File: config.mk
export PLATFORM = sky130hd
export DESIGN_NAME = adder_rr_sched
export DESIGN_NICKNAME = d
export VERILOG_FILES = /design/src/rtl/adder_rr_sched_pkg.sv /design/src/rtl/adder.sv /design/src/rtl/adder_rr_sched_rr_arbiter.sv /design/src/rtl/adder_rr_sched.sv
export SDC_FILE = /design/constraint.sdc
export NUM_CORES = 1
export LEC_CHECK = 0
export CELL_PAD_IN_SITES_DETAIL_PLACEMENT = 1
export CELL_PAD_IN_SITES_GLOBAL_PLACEMENT = 1
export CORE_MARGIN = 2
export CORE_UTILIZATION = 26
export CTS_BUF_LIST = sky130_fd_sc_hd__clkbuf_4 sky130_fd_sc_hd__clkbuf_8
export CTS_CLUSTER_SIZE = 25
export DETAILED_ROUTE_END_ITERATION = 8
export GPL_TIMING_DRIVEN = 0
export PLACE_DENSITY_LB_ADDON = 0.1
export SYNTH_ARGS = -nofsm -noshare
export SYNTH_HDL_FRONTEND = slang
export SYNTH_HIERARCHICAL = 1
export SYNTH_SLANG_ARGS = --single-unit
export TNS_END_PERCENT = 50
File: constraint.sdc
create_clock -name clk_in -period 2.8 [get_ports clk_in]
set_clock_uncertainty 0.05 [all_clocks]
set_input_delay 0.56 -clock clk_in [delete_from_list [all_inputs] [get_ports clk_in]]
set_output_delay 0.56 -clock clk_in [all_outputs]
set_load 0.02 [all_outputs]
File: src/rtl/adder_rr_sched_pkg.sv
// Shared constants for the round-robin adder scheduler: pointer reset value,
// result-slot state encoding and the clog2 helper used to validate ID_WIDTH.
package adder_rr_sched_pkg;

  localparam int RR_PTR_RESET = 0;

  typedef enum logic {
    ST_EMPTY = 1'b0,
    ST_FULL  = 1'b1
  } slot_state_t;

  function automatic int clog2(input int n);
    int r;
    r = 0;
    while ((1 << r) < n) r++;
    return r;
  endfunction

endpackage

File: src/rtl/adder.sv
// Plain combinational adder, width-parameterised.
// Zero latency, no flow control; callers zero-extend when they want the carry.
module adder #(
  parameter int W = 8
) (
  input  logic [W-1:0] a,
  input  logic [W-1:0] b,
  output logic [W-1:0] sum
);

  assign sum = a + b;

endmodule

File: src/rtl/adder_rr_sched_rr_arbiter.sv
// Round-robin arbiter: first valid request at or after ptr wins, wrapping.
// Combinational; grant is suppressed (winner still reported) when en is low.
module adder_rr_sched_rr_arbiter #(
  parameter int NUM_REQ  = 4,
  parameter int ID_WIDTH = 2
) (
  input  logic [NUM_REQ-1:0]  req,
  input  logic [ID_WIDTH-1:0] ptr,
  input  logic                en,
  output logic [NUM_REQ-1:0]  grant,
  output logic [ID_WIDTH-1:0] win,
  output logic                any_req
);

  always_comb begin
    grant   = '0;
    win     = '0;
    any_req = 1'b0;
    for (int k = 0; k < NUM_REQ; k++) begin
      if (!any_req && req[(int'(ptr) + k) % NUM_REQ]) begin
        any_req = 1'b1;
        win     = ID_WIDTH'((int'(ptr) + k) % NUM_REQ);
      end
    end
    if (any_req && en) grant[win] = 1'b1;
  end

endmodule

File: src/rtl/adder_rr_sched.sv
// Round-robin scheduler sharing one adder among NUM_REQ requesters; result is
// registered 1 cycle after grant, and a stalled result holds all req_ready_out low.
module adder_rr_sched
  import adder_rr_sched_pkg::*;
#(
  parameter int NUM_REQ    = 4,
  parameter int DATA_WIDTH = 4,
  parameter int ID_WIDTH   = 2
) (
  input  logic                          clk_in,
  input  logic                          rst_in,
  input  logic [NUM_REQ-1:0]            req_valid_in,
  input  logic [NUM_REQ*DATA_WIDTH-1:0] req_a_in,
  input  logic [NUM_REQ*DATA_WIDTH-1:0] req_b_in,
  output logic [NUM_REQ-1:0]            req_ready_out,
  output logic                          res_valid_out,
  input  logic                          res_ready_in,
  output logic [DATA_WIDTH-1:0]         res_data_out,
  output logic                          res_carry_out,
  output logic [ID_WIDTH-1:0]           res_id_out,
  output logic                          busy_out
);

  if (ID_WIDTH != clog2(NUM_REQ)) begin : g_bad_id_width
    $error("ID_WIDTH must equal clog2(NUM_REQ)");
  end

  slot_state_t           state;
  logic [ID_WIDTH-1:0]   ptr;
  logic [ID_WIDTH-1:0]   win;
  logic                  any_req;
  logic                  slot_free;
  logic                  xfer;
  logic [DATA_WIDTH-1:0] a_sel;
  logic [DATA_WIDTH-1:0] b_sel;
  logic [DATA_WIDTH:0]   sum;

  assign res_valid_out = (state == ST_FULL);
  assign slot_free     = !res_valid_out || res_ready_in;
  assign busy_out      = res_valid_out || (|req_valid_in);

  // Reset gates the enable so nothing is acknowledged while state is being cleared.
  adder_rr_sched_rr_arbiter #(
    .NUM_REQ  (NUM_REQ),
    .ID_WIDTH (ID_WIDTH)
  ) u_arb (
    .req     (req_valid_in),
    .ptr     (ptr),
    .en      (slot_free && !rst_in),
    .grant   (req_ready_out),
    .win     (win),
    .any_req (any_req)
  );

  assign xfer  = any_req && slot_free && !rst_in;
  assign a_sel = req_a_in[win*DATA_WIDTH +: DATA_WIDTH];
  assign b_sel = req_b_in[win*DATA_WIDTH +: DATA_WIDTH];

  adder #(
    .W (DATA_WIDTH + 1)
  ) u_add (
    .a   ({1'b0, a_sel}),
    .b   ({1'b0, b_sel}),
    .sum (sum)
  );

  always_ff @(posedge clk_in or posedge rst_in) begin
    if (rst_in) begin
      state         <= ST_EMPTY;
      res_data_out  <= '0;
      res_carry_out <= 1'b0;
      res_id_out    <= '0;
      ptr           <= ID_WIDTH'(RR_PTR_RESET);
    end else if (xfer) begin
      state                         <= ST_FULL;
      {res_carry_out, res_data_out} <= sum;
      res_id_out                    <= win;
      ptr <= (int'(win) == NUM_REQ - 1) ? ID_WIDTH'(RR_PTR_RESET) : win + ID_WIDTH'(1);
    end else if (res_ready_in) begin
      // Data/carry/id deliberately keep their last values once consumed.
      state <= ST_EMPTY;
    end
  end

endmodule

==> flow_metrics.py <==
metrics = {
    "status": {
        "outcome": "finished clean",
    },
    "critical_path": {
        "cp.required_ns": 2.89,
        "crit_buf_inv": 5,
        "cp_slowest_cell": "mux4_2",
        "cp_max_fo": 5,
        "rrSetupSlack_ns": 0.08,
        "path_cells": "buf_6, inv_2, o22ai_2, a211oi_2, buf_4, buf_6, mux4_2, ha_4, inv_2, fa_2, nand2b_4, a21oi_2, xnor2_1, mux2_4",
        "cp.arrival_ns": 2.81,
        "start_kind": "input port",
        "worstSetupEndpointType": "flop",
        "worstSetupPathType": "input port to flop",
        "cp_top_family": "multiplexers",
        "critPathMaxStageDelay_ns": 0.53,
    },
    "floorplan": {
        "fp.dieW_um": 63.9,
        "initial_core_util_pct": 27.5,
        "dieArea_mm2": 0.00409,
        "fp.dieH_um": 63.9,
        "core-area_mm2": 0.00339,
        "io_pins": 52,
        "row_count": 21,
    },
    "placed_design": {
        "globalplace.congestion": 0.690,
        "dpl.cell_count": 178,
        "dp_slack_ns": -0.965,
        "io_buffer_count": 51,
        "place_hpwl_um": 1960,
    },
    "timing": {
        "setup_ws_ns": 0.0849,
        "period_share_pct": 97.0,
        "max_freq_ghz": 0.368,
        "fin_crit_ns": 2.72,
        "rsz0062_at_grt": "yes",
        "maxSlewViolCount": 0,
        "fin_hold_ws_ns": 0.462,
        "setup_viol": 0,
        "tns_ns": 0,
        "hold_viol_final": 0,
    },
    "clocking": {
        "postCtsHoldBufs": 0,
        "cts.sinks": 10,
        "cts-root-buf": "clkbuf_4",
        "cts_buffers": 3,
        "cts_htree_levels": 1,
        "clock_path_buffers": 2,
        "worstSkewPairLatency_ns": 0.26,
        "cts_tree": "built",
        "clkTransAtPathRegs_ns": 0.06,
    },
    "logic_synthesis": {
        "ys_seq_elements": 10,
        "synth_edf_count": 0,
        "synthArstFlopShare_pct": 100,
        "ys_seq_area_share_pct": 26.8,
        "yosysWarnings": 6,
        "synthCells": 80,
        "avgSynthCellArea_um2": 11.7,
        "synth_area_leaders": "dfrtp_1 27%, mux4_1 14%, mux2_2 11%",
        "yosys.area.top_type_share_pct": 26.8,
        "synth_top_cell_by_area": "dfrtp_1",
        "syn_area_um2": 933,
        "yosysUniqueCellTypes": 27,
        "synth-main-ff-cell": "dfrtp_1",
    },
    "global_routing": {
        "grt_pass1_vias": 980,
        "grt_max_degree": 11,
        "grt.total_usage_pct": 14.1,
        "grt_antenna_before_repair": 0,
        "overflow": 0,
        "grt_pass1_wl_um": 4570,
    },
    "cells_and_area": {
        "nNetsFinal": 202,
        "drive_above_1_share_pct": 42.6,
        "area_growth_pct": 86.9,
        "stdcell_count": 201,
        "fin_util_pct": 51.5,
        "diodes": 0,
    },
    "route": {
        "wl_per_cell_um": 13.6,
        "viasPerCell": 4.61,
        "first_pass_iters": 3,
        "postRouteAntennaNets": 0,
        "drc_errors": 0,
        "routed_wl_um": 2730,
        "drt_iter0_drc": 29,
        "dr_total_vias": 926,
    },
    "power_and_ir_drop": {
        "ir_drop_uv": 438,
        "power_density_mw_per_mm2": 876,
        "leakage_nw": 0.761,
    },
    "hold_path": {
        "hp-class": "flop to flop",
    },
    "job": {
        "drv_cap": 0,
    },
}
[per-stage QoR]
step	area, µm²	power [mW]
floorplan	931	0.875
global placement	1500	1.16
detailed placement	1500	1.18
CTS	1650	1.44
global route	1740	1.65
finish	1740	1.53
[synth_stat cells (all sizes together), types with 2 or more instances]
| cell | instances |
|---|---|
| dfrtp | 10 |
| mux2 | 9 |
| inv | 8 |
| mux4 | 8 |
| nor2 | 7 |
| a21oi | 5 |
| ha | 5 |
| nor3b | 4 |
| xnor2 | 4 |
| nand2b | 3 |
| nor3 | 3 |
| buf | 2 |
| nand2 | 2 |
[kinds of logic after synthesis]
| kind of cell | after synthesis | share of synthesized area (%) |
|---|---|---|
| fa+ha+maj | 6 | 8.85 |
| flops | 10 | 26.8 |
| simple gates | 23 | 15.7 |
| xor+xnor | 4 | 3.75 |
| other cells | 1 | 0.402 |
| buf+inv | 11 | 6.03 |
| mux | 17 | 32.2 |
| compound gates | 8 | 6.30 |
[state kept, by name, summed over array words and instances, names as in the netlist]
signal         cells
ptr                2
res_carry_out      1
res_data_out       4
res_id_out         2
res_valid_out      1
[cell usage in the layout, fill, tap and decap left out, types with 2 or more instances in the layout]
| cell type | netlist | routed |
|---|---|---|
| clkdlybuf4s50_1 | 0 | 44 |
| nor3b_2 | 2 | 2 |
| mux4_2 | 3 | 6 |
| inv_2 | 0 | 3 |
| buf_4 | 0 | 20 |
| mux4_1 | 5 | 2 |
| buf_2 | 0 | 2 |
| a21oi_1 | 3 | 2 |
| nand2b_4 | 0 | 3 |
| a21oi_2 | 2 | 2 |
| buf_6 | 2 | 4 |
| nor2_1 | 7 | 7 |
| nor3_1 | 2 | 2 |
| dfrtp_1 | 10 | 9 |
| conb_1 | 1 | 2 |
| inv_1 | 8 | 5 |
| nor3b_1 | 2 | 2 |
| ha_1 | 5 | 2 |
| clkbuf_4 | 0 | 3 |
| nand2_1 | 2 | 2 |
| ha_4 | 0 | 2 |
| dlygate4sd2_1 | 0 | 2 |
| xnor2_1 | 4 | 4 |
| mux2_2 | 9 | 8 |
[layer usage]
| metal | part of all wire, % | global-route usage (%) |
|---|---|---|
| met5 | 0 | 0 |
| met4 | 0.33 | 2.45 |
| met3 | 6.8 | 4.40 |
| met2 | 51 | 24.6 |
| met1 | 42 | 17.3 |
[final cells by class]
class | instances | area, µm²
Buffer | 3 | 36.3
Timing Repair Buffer | 71 | 653
Sequential cell | 10 | 251
Multi-Input combinational cell | 60 | 693
Clock buffer | 3 | 22.5
Fill cell | 373 | 1650
Tap cell | 46 | 57.6
Inverter | 8 | 30.0
[final timing paths]
| kind | start | depth (start not counted) | endpoint |
|---|---|---|---|
| max in group asynchronous | rst_in | 2 | ptr[1]$_DFFE_PP0P_ |
| max | req_valid_in[2] | 14 | res_carry_out$_DFFE_PP0P_ |
| max reg2reg | ptr[0]$_DFFE_PP0P_ | 13 | res_carry_out$_DFFE_PP0P_ |
| min reg2reg | res_carry_out$_DFFE_PP0P_ | 1 | res_carry_out$_DFFE_PP0P_ |
| min in group asynchronous | rst_in | 2 | res_valid_out$_DFFE_PP0P_ |
| min | res_carry_out$_DFFE_PP0P_ | 1 | res_carry_out$_DFFE_PP0P_ |
[timing repair]
action | CTS | global route
gates cloned | 1 | 0
gates resized for setup | 27 | 16
endpoints found under the hold margin | 0 | 0
buffers inserted | 14 | 5
pin swaps | 4 | 7
setup endpoints to repair | 9 | 5
[report_power, final]
group,switching (mW),internal [mW]
clock,0.0439,0.0494
combinational,0.478,0.688
sequential,0.0513,0.218
total,0.573,0.955
No activity file was read; power rests on OpenSTA's default activity.
